[src/rtl/cpu_pkg.sv]
// cpu_pkg: opcodes, FSM state encoding and instruction field helpers shared by
// multicycle_cpu_core and cpu_alu.
package cpu_pkg;

    localparam int INSTR_W = 16;

    localparam logic [3:0] OP_AND  = 4'h0;
    localparam logic [3:0] OP_OR   = 4'h1;
    localparam logic [3:0] OP_ADD  = 4'h2;
    localparam logic [3:0] OP_SUB  = 4'h3;
    localparam logic [3:0] OP_XOR  = 4'h4;
    localparam logic [3:0] OP_LDI  = 4'h5;
    localparam logic [3:0] OP_LD   = 4'h6;
    localparam logic [3:0] OP_ST   = 4'h7;
    localparam logic [3:0] OP_BEQZ = 4'h8;
    localparam logic [3:0] OP_JMP  = 4'h9;
    localparam logic [3:0] OP_HALT = 4'hF;

    typedef enum logic [2:0] {
        FETCH,
        DECODE,
        EXEC,
        MEM,
        WB,
        HALT
    } state_e;

    function automatic logic [3:0] instr_op(input logic [INSTR_W-1:0] ir);
        return ir[15:12];
    endfunction

    function automatic logic [2:0] instr_rd(input logic [INSTR_W-1:0] ir);
        return ir[11:9];
    endfunction

    function automatic logic [2:0] instr_rs1(input logic [INSTR_W-1:0] ir);
        return ir[8:6];
    endfunction

    function automatic logic [2:0] instr_rs2(input logic [INSTR_W-1:0] ir);
        return ir[5:3];
    endfunction

    function automatic logic [7:0] instr_imm8(input logic [INSTR_W-1:0] ir);
        return ir[7:0];
    endfunction

    // Ops 0..4 go through the ALU and are the only ones that update flags.
    function automatic logic is_alu_op(input logic [3:0] op);
        return (op <= OP_XOR);
    endfunction

endpackage

[src/rtl/cpu_alu.sv]
// cpu_alu: combinational ALU for the multi-cycle core. Carry is the ADD
// carry-out or the SUB borrow; logic ops report carry 0.
module cpu_alu
    import cpu_pkg::*;
#(
    parameter int DATA_W = 8
) (
    input  logic [3:0]        op_i,
    input  logic [DATA_W-1:0] a_i,
    input  logic [DATA_W-1:0] b_i,
    output logic [DATA_W-1:0] res_o,
    output logic              carry_o
);

    logic [DATA_W:0] sum;

    always_comb begin
        sum     = '0;
        res_o   = '0;
        carry_o = 1'b0;
        case (op_i)
            OP_AND: res_o = a_i & b_i;
            OP_OR:  res_o = a_i | b_i;
            OP_ADD: begin
                sum     = {1'b0, a_i} + {1'b0, b_i};
                res_o   = sum[DATA_W-1:0];
                carry_o = sum[DATA_W];
            end
            OP_SUB: begin
                res_o   = a_i - b_i;
                carry_o = (a_i < b_i);
            end
            OP_XOR: res_o = a_i ^ b_i;
            default: begin
                res_o   = '0;
                carry_o = 1'b0;
            end
        endcase
    end

endmodule

[src/rtl/multicycle_cpu_core.sv]
// multicycle_cpu_core: multi-cycle CPU with req/ack instruction and data ports.
// Define CPU_RETIRE_CNT_EN to add the retired_cnt completed-instruction counter.
module multicycle_cpu_core
    import cpu_pkg::*;
#(
    parameter int DATA_W   = 8,
    parameter int NUM_REGS = 8,
    parameter int ADDR_W   = 8
) (
    input  logic              clk,
    input  logic              reset_n,
    output logic              imem_req,
    output logic [ADDR_W-1:0] imem_addr,
    input  logic              imem_ack,
    input  logic [15:0]       imem_rdata,
    output logic              dmem_req,
    output logic              dmem_we,
    output logic [ADDR_W-1:0] dmem_addr,
    output logic [DATA_W-1:0] dmem_wdata,
    input  logic              dmem_ack,
    input  logic [DATA_W-1:0] dmem_rdata,
    output logic [ADDR_W-1:0] pc,
    output logic [DATA_W-1:0] result,
    output logic              zero,
    output logic              carry,
    output logic              negative,
    output logic              halted
`ifdef CPU_RETIRE_CNT_EN
    ,
    output logic [31:0]       retired_cnt
`endif
);

    // state  | meaning
    // FETCH  | imem_req high until imem_ack; latch instruction, pc+1
    // DECODE | read rs1/rs2/rd operands from the register file
    // EXEC   | ALU/LDI compute + flags, branch/jump resolve, launch data access
    // MEM    | dmem_req high until dmem_ack
    // WB     | register write (R0 discarded) and result update
    // HALT   | terminal, no requests until reset

    localparam int REG_AW = $clog2(NUM_REGS);

    state_e            state_q;
    logic [15:0]       ir_q;
    logic [ADDR_W-1:0] pc_q;
    logic [DATA_W-1:0] rf_q [NUM_REGS];
    logic [DATA_W-1:0] opa_q;
    logic [DATA_W-1:0] opb_q;
    logic [DATA_W-1:0] opd_q;
    logic [DATA_W-1:0] wb_q;
    logic [DATA_W-1:0] result_q;
    logic              zero_q;
    logic              carry_q;
    logic              neg_q;
    logic              halted_q;
    logic              imem_req_q;
    logic              dmem_req_q;
    logic              dmem_we_q;
    logic [ADDR_W-1:0] dmem_addr_q;
    logic [DATA_W-1:0] dmem_wdata_q;

    logic [3:0]        op;
    logic [2:0]        rd_f;
    logic [2:0]        rs1_f;
    logic [2:0]        rs2_f;
    logic [7:0]        imm8;
    logic [REG_AW-1:0] rd_idx;
    logic [REG_AW-1:0] rs1_idx;
    logic [REG_AW-1:0] rs2_idx;
    logic [DATA_W-1:0] rs1_val;
    logic [DATA_W-1:0] rs2_val;
    logic [DATA_W-1:0] rd_val;
    logic [ADDR_W-1:0] pc_inc_d;
    logic [ADDR_W-1:0] imm_addr;
    logic [DATA_W-1:0] imm_data;
    logic [DATA_W-1:0] alu_res;
    logic              alu_carry;

    assign op       = instr_op(ir_q);
    assign rd_f     = instr_rd(ir_q);
    assign rs1_f    = instr_rs1(ir_q);
    assign rs2_f    = instr_rs2(ir_q);
    assign imm8     = instr_imm8(ir_q);
    assign rd_idx   = rd_f[REG_AW-1:0];
    assign rs1_idx  = rs1_f[REG_AW-1:0];
    assign rs2_idx  = rs2_f[REG_AW-1:0];

    assign rs1_val  = (rs1_idx == '0) ? '0 : rf_q[rs1_idx];
    assign rs2_val  = (rs2_idx == '0) ? '0 : rf_q[rs2_idx];
    assign rd_val   = (rd_idx == '0) ? '0 : rf_q[rd_idx];

    assign pc_inc_d = pc_q + ADDR_W'(1);
    assign imm_addr = ADDR_W'(imm8);
    assign imm_data = DATA_W'(imm8);

    cpu_alu #(
        .DATA_W (DATA_W)
    ) u_alu (
        .op_i    (op),
        .a_i     (opa_q),
        .b_i     (opb_q),
        .res_o   (alu_res),
        .carry_o (alu_carry)
    );

    always_ff @(posedge clk or negedge reset_n) begin
        if (!reset_n) begin
            state_q      <= FETCH;
            ir_q         <= '0;
            pc_q         <= '0;
            opa_q        <= '0;
            opb_q        <= '0;
            opd_q        <= '0;
            wb_q         <= '0;
            result_q     <= '0;
            zero_q       <= 1'b0;
            carry_q      <= 1'b0;
            neg_q        <= 1'b0;
            halted_q     <= 1'b0;
            imem_req_q   <= 1'b0;
            dmem_req_q   <= 1'b0;
            dmem_we_q    <= 1'b0;
            dmem_addr_q  <= '0;
            dmem_wdata_q <= '0;
            for (int i = 0; i < NUM_REGS; i++) begin
                rf_q[i] <= '0;
            end
        end else begin
            case (state_q)
                FETCH: begin
                    // An ack only counts once our own request is visible, so a
                    // stale ack in the first cycle after reset is dropped.
                    if (imem_req_q && imem_ack) begin
                        ir_q       <= imem_rdata;
                        pc_q       <= pc_inc_d;
                        imem_req_q <= 1'b0;
                        state_q    <= DECODE;
                    end else begin
                        imem_req_q <= 1'b1;
                    end
                end

                DECODE: begin
                    opa_q   <= rs1_val;
                    opb_q   <= rs2_val;
                    opd_q   <= rd_val;
                    state_q <= EXEC;
                end

                EXEC: begin
                    if (is_alu_op(op)) begin
                        wb_q    <= alu_res;
                        zero_q  <= (alu_res == '0);
                        neg_q   <= alu_res[DATA_W-1];
                        carry_q <= alu_carry;
                        state_q <= WB;
                    end else begin
                        case (op)
                            OP_LDI: begin
                                wb_q    <= imm_data;
                                state_q <= WB;
                            end
                            OP_LD, OP_ST: begin
                                dmem_req_q   <= 1'b1;
                                dmem_we_q    <= (op == OP_ST);
                                dmem_addr_q  <= ADDR_W'(opa_q);
                                dmem_wdata_q <= opb_q;
                                state_q      <= MEM;
                            end
                            OP_BEQZ: begin
                                if (opd_q == '0) begin
                                    pc_q <= imm_addr;
                                end
                                imem_req_q <= 1'b1;
                                state_q    <= FETCH;
                            end
                            OP_JMP: begin
                                pc_q       <= imm_addr;
                                imem_req_q <= 1'b1;
                                state_q    <= FETCH;
                            end
                            OP_HALT: begin
                                halted_q <= 1'b1;
                                state_q  <= HALT;
                            end
                            default: begin
                                imem_req_q <= 1'b1;
                                state_q    <= FETCH;
                            end
                        endcase
                    end
                end

                MEM: begin
                    if (dmem_ack) begin
                        dmem_req_q <= 1'b0;
                        if (dmem_we_q) begin
                            imem_req_q <= 1'b1;
                            state_q    <= FETCH;
                        end else begin
                            wb_q    <= dmem_rdata;
                            state_q <= WB;
                        end
                    end
                end

                WB: begin
                    if (rd_idx != '0) begin
                        rf_q[rd_idx] <= wb_q;
                    end
                    result_q   <= wb_q;
                    imem_req_q <= 1'b1;
                    state_q    <= FETCH;
                end

                HALT: begin
                    state_q <= HALT;
                end

                default: begin
                    imem_req_q <= 1'b0;
                    state_q    <= FETCH;
                end
            endcase
        end
    end

    assign imem_req   = imem_req_q;
    assign imem_addr  = pc_q;
    assign pc         = pc_q;
    assign dmem_req   = dmem_req_q;
    assign dmem_we    = dmem_we_q;
    assign dmem_addr  = dmem_addr_q;
    assign dmem_wdata = dmem_wdata_q;
    assign result     = result_q;
    assign zero       = zero_q;
    assign carry      = carry_q;
    assign negative   = neg_q;
    assign halted     = halted_q;

`ifdef CPU_RETIRE_CNT_EN
    logic        retire;
    logic [31:0] retired_q;

    // Completion points: WB, store ack, and any EXEC that does not continue
    // to WB or MEM (branches, jumps, NOPs and HALT).
    always_comb begin
        retire = 1'b0;
        case (state_q)
            WB:      retire = 1'b1;
            MEM:     retire = dmem_ack && dmem_we_q;
            EXEC:    retire = !(is_alu_op(op) || (op == OP_LDI) ||
                                (op == OP_LD) || (op == OP_ST));
            default: retire = 1'b0;
        endcase
    end

    always_ff @(posedge clk or negedge reset_n) begin
        if (!reset_n) begin
            retired_q <= '0;
        end else if (retire) begin
            retired_q <= retired_q + 32'd1;
        end
    end

    assign retired_cnt = retired_q;
`endif

endmodule

[config.mk]
export PLATFORM = sky130hd
export DESIGN_NAME = multicycle_cpu_core
export DESIGN_NICKNAME = d
export VERILOG_FILES = /design/src/rtl/cpu_pkg.sv /design/src/rtl/cpu_alu.sv /design/src/rtl/multicycle_cpu_core.sv
export SDC_FILE = /design/constraint.sdc
export NUM_CORES = 1
export LEC_CHECK = 0
export ABC_AREA = 1
export CAP_MARGIN = 20
export CORE_ASPECT_RATIO = 0.9
export CORE_MARGIN = 3
export CORE_UTILIZATION = 45
export CTS_CLUSTER_DIAMETER = 150
export DETAILED_ROUTE_END_ITERATION = 10
export HOLD_SLACK_MARGIN = 0.12
export PLACE_DENSITY_LB_ADDON = 0.15
export SYNTH_ARGS = -nofsm -noshare
export SYNTH_HDL_FRONTEND = slang
export SYNTH_SLANG_ARGS = --single-unit
[constraint.sdc]
create_clock -name clk -period 1.8 [get_ports clk]
set_input_delay 0.27 -clock clk [delete_from_list [all_inputs] [get_ports clk]]
set_output_delay 0.27 -clock clk [all_outputs]
set_load 0.02 [all_outputs]
After elaboration in Yosys (flattened, before gate mapping)
Cells that the tools add are included.
{"block": "totals", "inputBits": 28, "reg_bits": 154}
{"block": "op_classes", "muxes": 43, "add_sub_neg": 3, "reduce_logical": 25, "order_cmp": 6, "n_eq_ne": 25, "bitwise_logic": 8}
{"cell": "two-way mux 8 bit", "n": 17}
{"cell": "binary-select mux 8 bit (select 3 bit)", "n": 3}
{"cell": "bitwise mux 64 bit", "n": 1}
{"cell": "case mux 8 bit (2 select lines)", "n": 3}
{"cell": "case mux 8 bit (5 select lines)", "n": 1}
{"cell": "demux 8 bit (select 3 bit)", "n": 1}
{"cell": "equality test 4 x 3 -> 1 bit, second input constant", "n": 4}
{"cell": "logical NOT 8 bit", "n": 2}
{"cell": "case mux 3 bit (5 select lines)", "n": 1}
{"cell": "equality test 4 bit, second input constant", "n": 3}
{"cell": ">= comparator 4 bit, second input constant", "n": 3}
{"cell": "logical NOT 3 bit", "n": 4}
{"cell": "two-way mux 3 bit", "n": 4}
{"cell": "inequality test 2 bit, second input constant", "n": 6}
{"cell": "NOT 3 -> 4 bit", "n": 3}
{"cell": "AND reduction 5 bit", "n": 2}
{"cell": "adder 8 x 8 -> 9 bit", "n": 1}
{"cell": "case mux 3 bit (3 select lines)", "n": 1}
{"cell": "adder 8 x 1 -> 8 bit, second input constant", "n": 1}
{"cell": "bitwise AND 8 bit", "n": 1}
{"cell": "equality test 4 x 2 -> 1 bit, second input constant", "n": 2}
{"cell": "less-than comparator 8 bit", "n": 1}
{"cell": "two-way mux 1 bit", "n": 8}
{"cell": "bitwise OR 8 bit", "n": 1}
{"cell": "23 further kinds", "n": 36}

Longest topological paths before layout
{"block": "depth", "word_depth": 6, "mapped_depth": 15}

Cells and area by module
Synthesis repeated with hierarchy kept, for this count alone.
{"block": "unflattened", "hier_cells": 1265, "area_unflattened_um2": 9063.7}
{"module": "multicycle_cpu_core", "seq_area_each_um2": 3653.5, "instances": 1, "area_each_um2": 7865.0, "cells_each": 1057}
{"module": "cpu_alu", "seq_area_each_um2": 0.0, "instances": 1, "area_each_um2": 1198.6, "cells_each": 208}

Least setup slack after synthesis
OpenSTA, ideal clock, no wires.
{"block": "synth_timing", "path_type": "register to register", "from": "reg opa_q[0]", "to": "reg zero_q, in the netlist zero", "period_less_slack_ps": 1826, "n_path_buf": 0, "setup_ps": 117, "arrival_ps": 1709, "setup_slack_ps": -26, "path_stages_with_launch": 14, "required_ps": 1683, "cell_sequence": "dfrtp_1 inv_1 ha_1 inv_1 fa_1 nand2_1 nand2_1 and2_1 o21ai_0 a21oi_1 nand2_1 nor2_1 nand3_1 nand2_1"}
{"block": "synth_via", "elab_chain_len": 3, "elab_cells_between_ends": 7}
{"element": "from (decl)", "line": "multicycle_cpu_core.sv:48", "source": "logic [DATA_W-1:0] opa_q;"}
{"element": "from (signal assigned)", "line": "multicycle_cpu_core.sv:145", "source": "opa_q <= rs1_val;"}
{"element": "subtractor 8 bit (tied with other cells)", "line": "cpu_alu.sv:30", "source": "res_o = a_i - b_i;"}
{"element": "case mux 8 bit (5 select lines) *", "line": "cpu_alu.sv:21", "source": "case (op_i)"}
{"element": "logical NOT 8 bit *", "line": "multicycle_cpu_core.sv:154", "source": "zero_q <= (alu_res == '0);"}
{"element": "to (signal assigned)", "line": "multicycle_cpu_core.sv:154"}
{"element": "to (decl)", "line": "multicycle_cpu_core.sv:53", "source": "logic zero_q;"}
Every way passes the cells marked *; elsewhere a longest branch is shown, timed or not.
A chain may end at the register's enable or synchronous reset.

Worst setup path after layout
{"block": "layout_timing", "from": "reg opb_q[0]", "to": "reg wb_q[1]"}
{"block": "layout_via", "elab_chain_len": 4, "elab_cells_between_ends": 5}
{"element": "from (decl)", "line": "multicycle_cpu_core.sv:49", "source": "logic [DATA_W-1:0] opb_q;"}
{"element": "from (signal assigned)", "line": "multicycle_cpu_core.sv:146", "source": "opb_q <= rs2_val;"}
{"element": "subtractor 8 bit / adder 8 x 8 -> 9 bit (equally long branches)", "line": "cpu_alu.sv:30, cpu_alu.sv:25"}
{"element": "case mux 8 bit (5 select lines) *", "line": "cpu_alu.sv:21"}
{"element": "two-way mux 8 bit *", "line": "multicycle_cpu_core.sv:152", "source": "if (is_alu_op(op)) begin"}
{"element": "case mux 8 bit (2 select lines) *", "line": "multicycle_cpu_core.sv:130", "source": "case (state_q)"}
{"element": "to (signal assigned)", "line": "multicycle_cpu_core.sv:153", "source": "wb_q <= alu_res;"}
{"element": "to (signal assigned)", "line": "multicycle_cpu_core.sv:161", "source": "wb_q <= imm_data;"}
{"element": "to (signal assigned)", "line": "multicycle_cpu_core.sv:202", "source": "wb_q <= dmem_rdata;"}
{"element": "to (decl)", "line": "multicycle_cpu_core.sv:51", "source": "logic [DATA_W-1:0] wb_q;"}
Marks and branches as above.

==> results.cfg <==
[layout]
syn2layout_area_growth_pct = 29.2
postLayoutCellArea_mm2 = 0.0109
ff_latch_area_mm2 = 0.00365
multi_input_area_mm2 = 0.00425
finalNonFillerCells = 1501
fillers = 1654
diodes = 0
fin_nets = 1304
drive_gt1_frac = 0.177

[placement]
hpwl_um = 20700
postPlaceCellArea_mm2 = 0.0100
gp_congestion = 0.958
place.port_buffers = 74
dp.cells = 1458

[yosys]
synth_area_leaders = dfrtp_1 (43%), nand2_1 (11%), o21ai_0 (9.3%)
syn_area_mm2 = 0.00845
synth-edff-count = 0
yosys_warnings = 0
synth-seq-cells = 146
synthFlopType = dfrtp_1
syn_inst = 1099
ys_types = 46
async_reset_ff_frac = 1.00
yosysSeqAreaShare = 0.432
yosys.area.top_type = dfrtp_1
netlist.area_leader.share = 0.432
syn_area_per_cell_um2 = 7.69
synth_fp_nets = 1155

[timing]
rsz0062_at_grt = true
fin_ws_ps = -176
hold_violations = 0
finClkSkew_ps = 12.0
slew_violations = 0
setup_tns_ps = -528
slew_headroom = 0.635
fin_crit_ps = 1980
fmaxAchievable_mhz = 506
fin_crit_sh = 1.10
tightest_slew_ps = 547
setup_viol = 7

[power_and_ir_drop]
p_sw_w = 0.0101
pwr-share-clk = 0.171
switching_share = 0.462
pwr-share-seq = 0.272
p_int_w = 0.0118
p_leak_nw = 5.03
ir_drop_mv = 1.09
power_density_mw_per_mm2 = 2010
p_comb_frac = 0.557

[detailed_routing]
via_per_inst = 5.52
wl_per_cell_um = 18.9
via_count = 8290
drt-initial-drc-count = 878
detail-route-antenna-nets = 0
dr.pass1.iters = 6
finalWirelength_um = 28400
drc = 0

[clocking]
cts_tree = done
htreeDepth = 4
cts_buffers = 17
path_clk_slew_ps = 60
clockRootBuffer = clkbuf_16
cts.sinks = 146
insertion_delay_ps = 430
clockBufferDepth = 2

[status]
status = complete, but fails checks
violations = negative setup slack

[die]
std_cell_rows = 46
start_util = 0.469
core_mm2 = 0.0180
dieArea_mm2 = 0.0205
die_w_um = 150
dieHeight_um = 136
ioPinCount = 75

[worst_setup_path]
start_kind = flip-flop
cp_max_fo = 3
cp_cell_sequence = ha_4, inv_2, fa_2, nand2_1, o21ai_0, nor2_1, o211ai_1, o21ai_1, a21oi_2
arrival_ps = 2290
path_class = reg2reg
reg2reg_depth = 9
cp_slowest_cell = fa_2
slowest_delay_ps = 450
cp.required_ps = 2110
end_kind = flip-flop

[global_route]
grt_start_max_net_pins = 49
antenna_found_initial = 1
grt_overflow = 0
first_global_vias = 7922
grt_usage = 0.282
grt_pass1_wl_um = 44000

[run]
cap_violations = 0

[hold_path]
hp-class = in2async
cell usage after synthesis, types with 7 or more instances:
library cell and n:
o211ai_1 13, nor3_1 7, o2111ai_1 14, buf_4 9, nand4_1 7, inv_1 112
dfrtp_1 146, ha_1 26, a21oi_1 100, nor2_1 73, nand3_1 85, buf_2 12
o21ai_0 157, clkbuf_1 26, nand2_1 237, o22ai_1 9, nor2_2 8
path summary, 6_finish.rpt:
kind / end / from / slack, ps
setup / recovery: wb_q[1]$_DFFE_PN0P_ / opb_q[0]$_DFFE_PN0P_ / -180
hold / removal: dmem_addr[6]$_DFFE_PN0P_ / reset_n / 350
setup reg to reg: wb_q[1]$_DFFE_PN0P_ / opb_q[0]$_DFFE_PN0P_ / -180
hold reg to reg: halted$_DFFE_PN0P_ / halted$_DFFE_PN0P_ / 470
max in group asynchronous: dmem_addr[0]$_DFFE_PN0P_ / reset_n / 790
min in group clk: ir_q[5]$_DFFE_PN0P_ / imem_rdata[5] / 420
critical path, delay by kind of cell, from the launching register on:
kind            cells  cell delay [ps]
fa+ha+maj           2              630
compound gates      4              570
flops               1              420
simple gates        2              160
buf+inv             1               70
timing repair:
action,in CTS,in global routing
buffers inserted,3,7
hold endpoints to repair,43,0
endpoints found under the setup margin,13,19
pin swaps,6,22
hold buffers,1,0
gates resized for setup,25,31
sequential cells by signal (all words and copies together), names as in the netlist, 8 cells and up:
| name | cells |
|---|---|
| dmem_addr | 8 |
| dmem_wdata | 8 |
| imem_addr | 8 |
| ir_q | 16 |
| opa_q | 8 |
| opb_q | 8 |
| opd_q | 8 |
| result | 8 |
| rf_q | 56 |
| wb_q | 8 |
cells in the final DEF, fill, tap and decap left out, drive strengths merged, types with 2 or more instances in the layout:
cell type / synthesis / final
dlygate4sd2: 0 / 3
clkinv: 1 / 4
clkinvlp: 0 / 4
nor2: 86 / 86
buf: 23 / 106
nand3b: 2 / 2
nand4: 7 / 7
clkdlybuf4s50: 0 / 67
inv: 119 / 123
o2111ai: 14 / 14
nand2: 242 / 242
a21oi: 102 / 102
mux2: 2 / 2
and2: 2 / 2
o22ai: 9 / 9
ha: 26 / 26
nor3: 8 / 8
fa: 2 / 2
o211ai: 13 / 13
o21ai: 163 / 163
nand3: 91 / 91
xor2: 3 / 3
clkbuf: 27 / 18
bufinv: 0 / 3
dfrtp: 146 / 146
a31oi: 3 / 3
dlymetal6s2s: 0 / 3
or2: 2 / 2
layer usage:
layer / part of all wire / track usage / vias to the layer above
met5: 0.00046 / 0 / -
met4: 0.021 / 0.0843 / 2
met3: 0.088 / 0.0803 / 49
met2: 0.45 / 0.429 / 348
met1: 0.44 / 0.393 / 3923
li1: - / - / 3968
logic make-up after synthesis:
| logic type | after synthesis | synth area share |
|---|---|---|
| AO/OA/AOI/OAI | 308 | 0.198 |
| XOR/XNOR | 4 | 0.00415 |
| adder cells (fa/ha/maj) | 28 | 0.0432 |
| buffers and inverters | 170 | 0.0841 |
| flip-flops | 146 | 0.432 |
| multiplexers | 2 | 0.00267 |
| AND/OR/NAND/NOR | 441 | 0.235 |
area by class of cell:
cell class,instances,share of cell area
timing repair buffer,180,0.149
clock inverter,14,0.0163
clock buffer,18,0.0402
tap,240,0.0275
sequential,146,0.335
inverter,120,0.0422
multi-input combinational,783,0.390
through the flow:
stage               power [W]  hold slack (ps)  setup slack, ps   util
finish                 0.0219              353             -176  0.606
global route           0.0235              391             -270  0.606
CTS                    0.0214              379            -92.5  0.596
detailed placement     0.0174              245             -161  0.557
global placement       0.0172              241             -125  0.557
floorplan              0.0126            -25.6             5.51      -
power by group through the flow:
stage / sequential [W] / clock (W) / combinational, W
2_1_floorplan: 0.00613 / 0 / 0.00646
3_3_place_gp: 0.00595 / 0 / 0.0113
3_5_place_dp: 0.00596 / 0 / 0.0114
4_1_cts: 0.00593 / 0.00378 / 0.0117
5_1_grt: 0.00615 / 0.00393 / 0.0134
6_report: 0.00596 / 0.00374 / 0.0122
No activity file was read; power rests on OpenSTA's default activity.
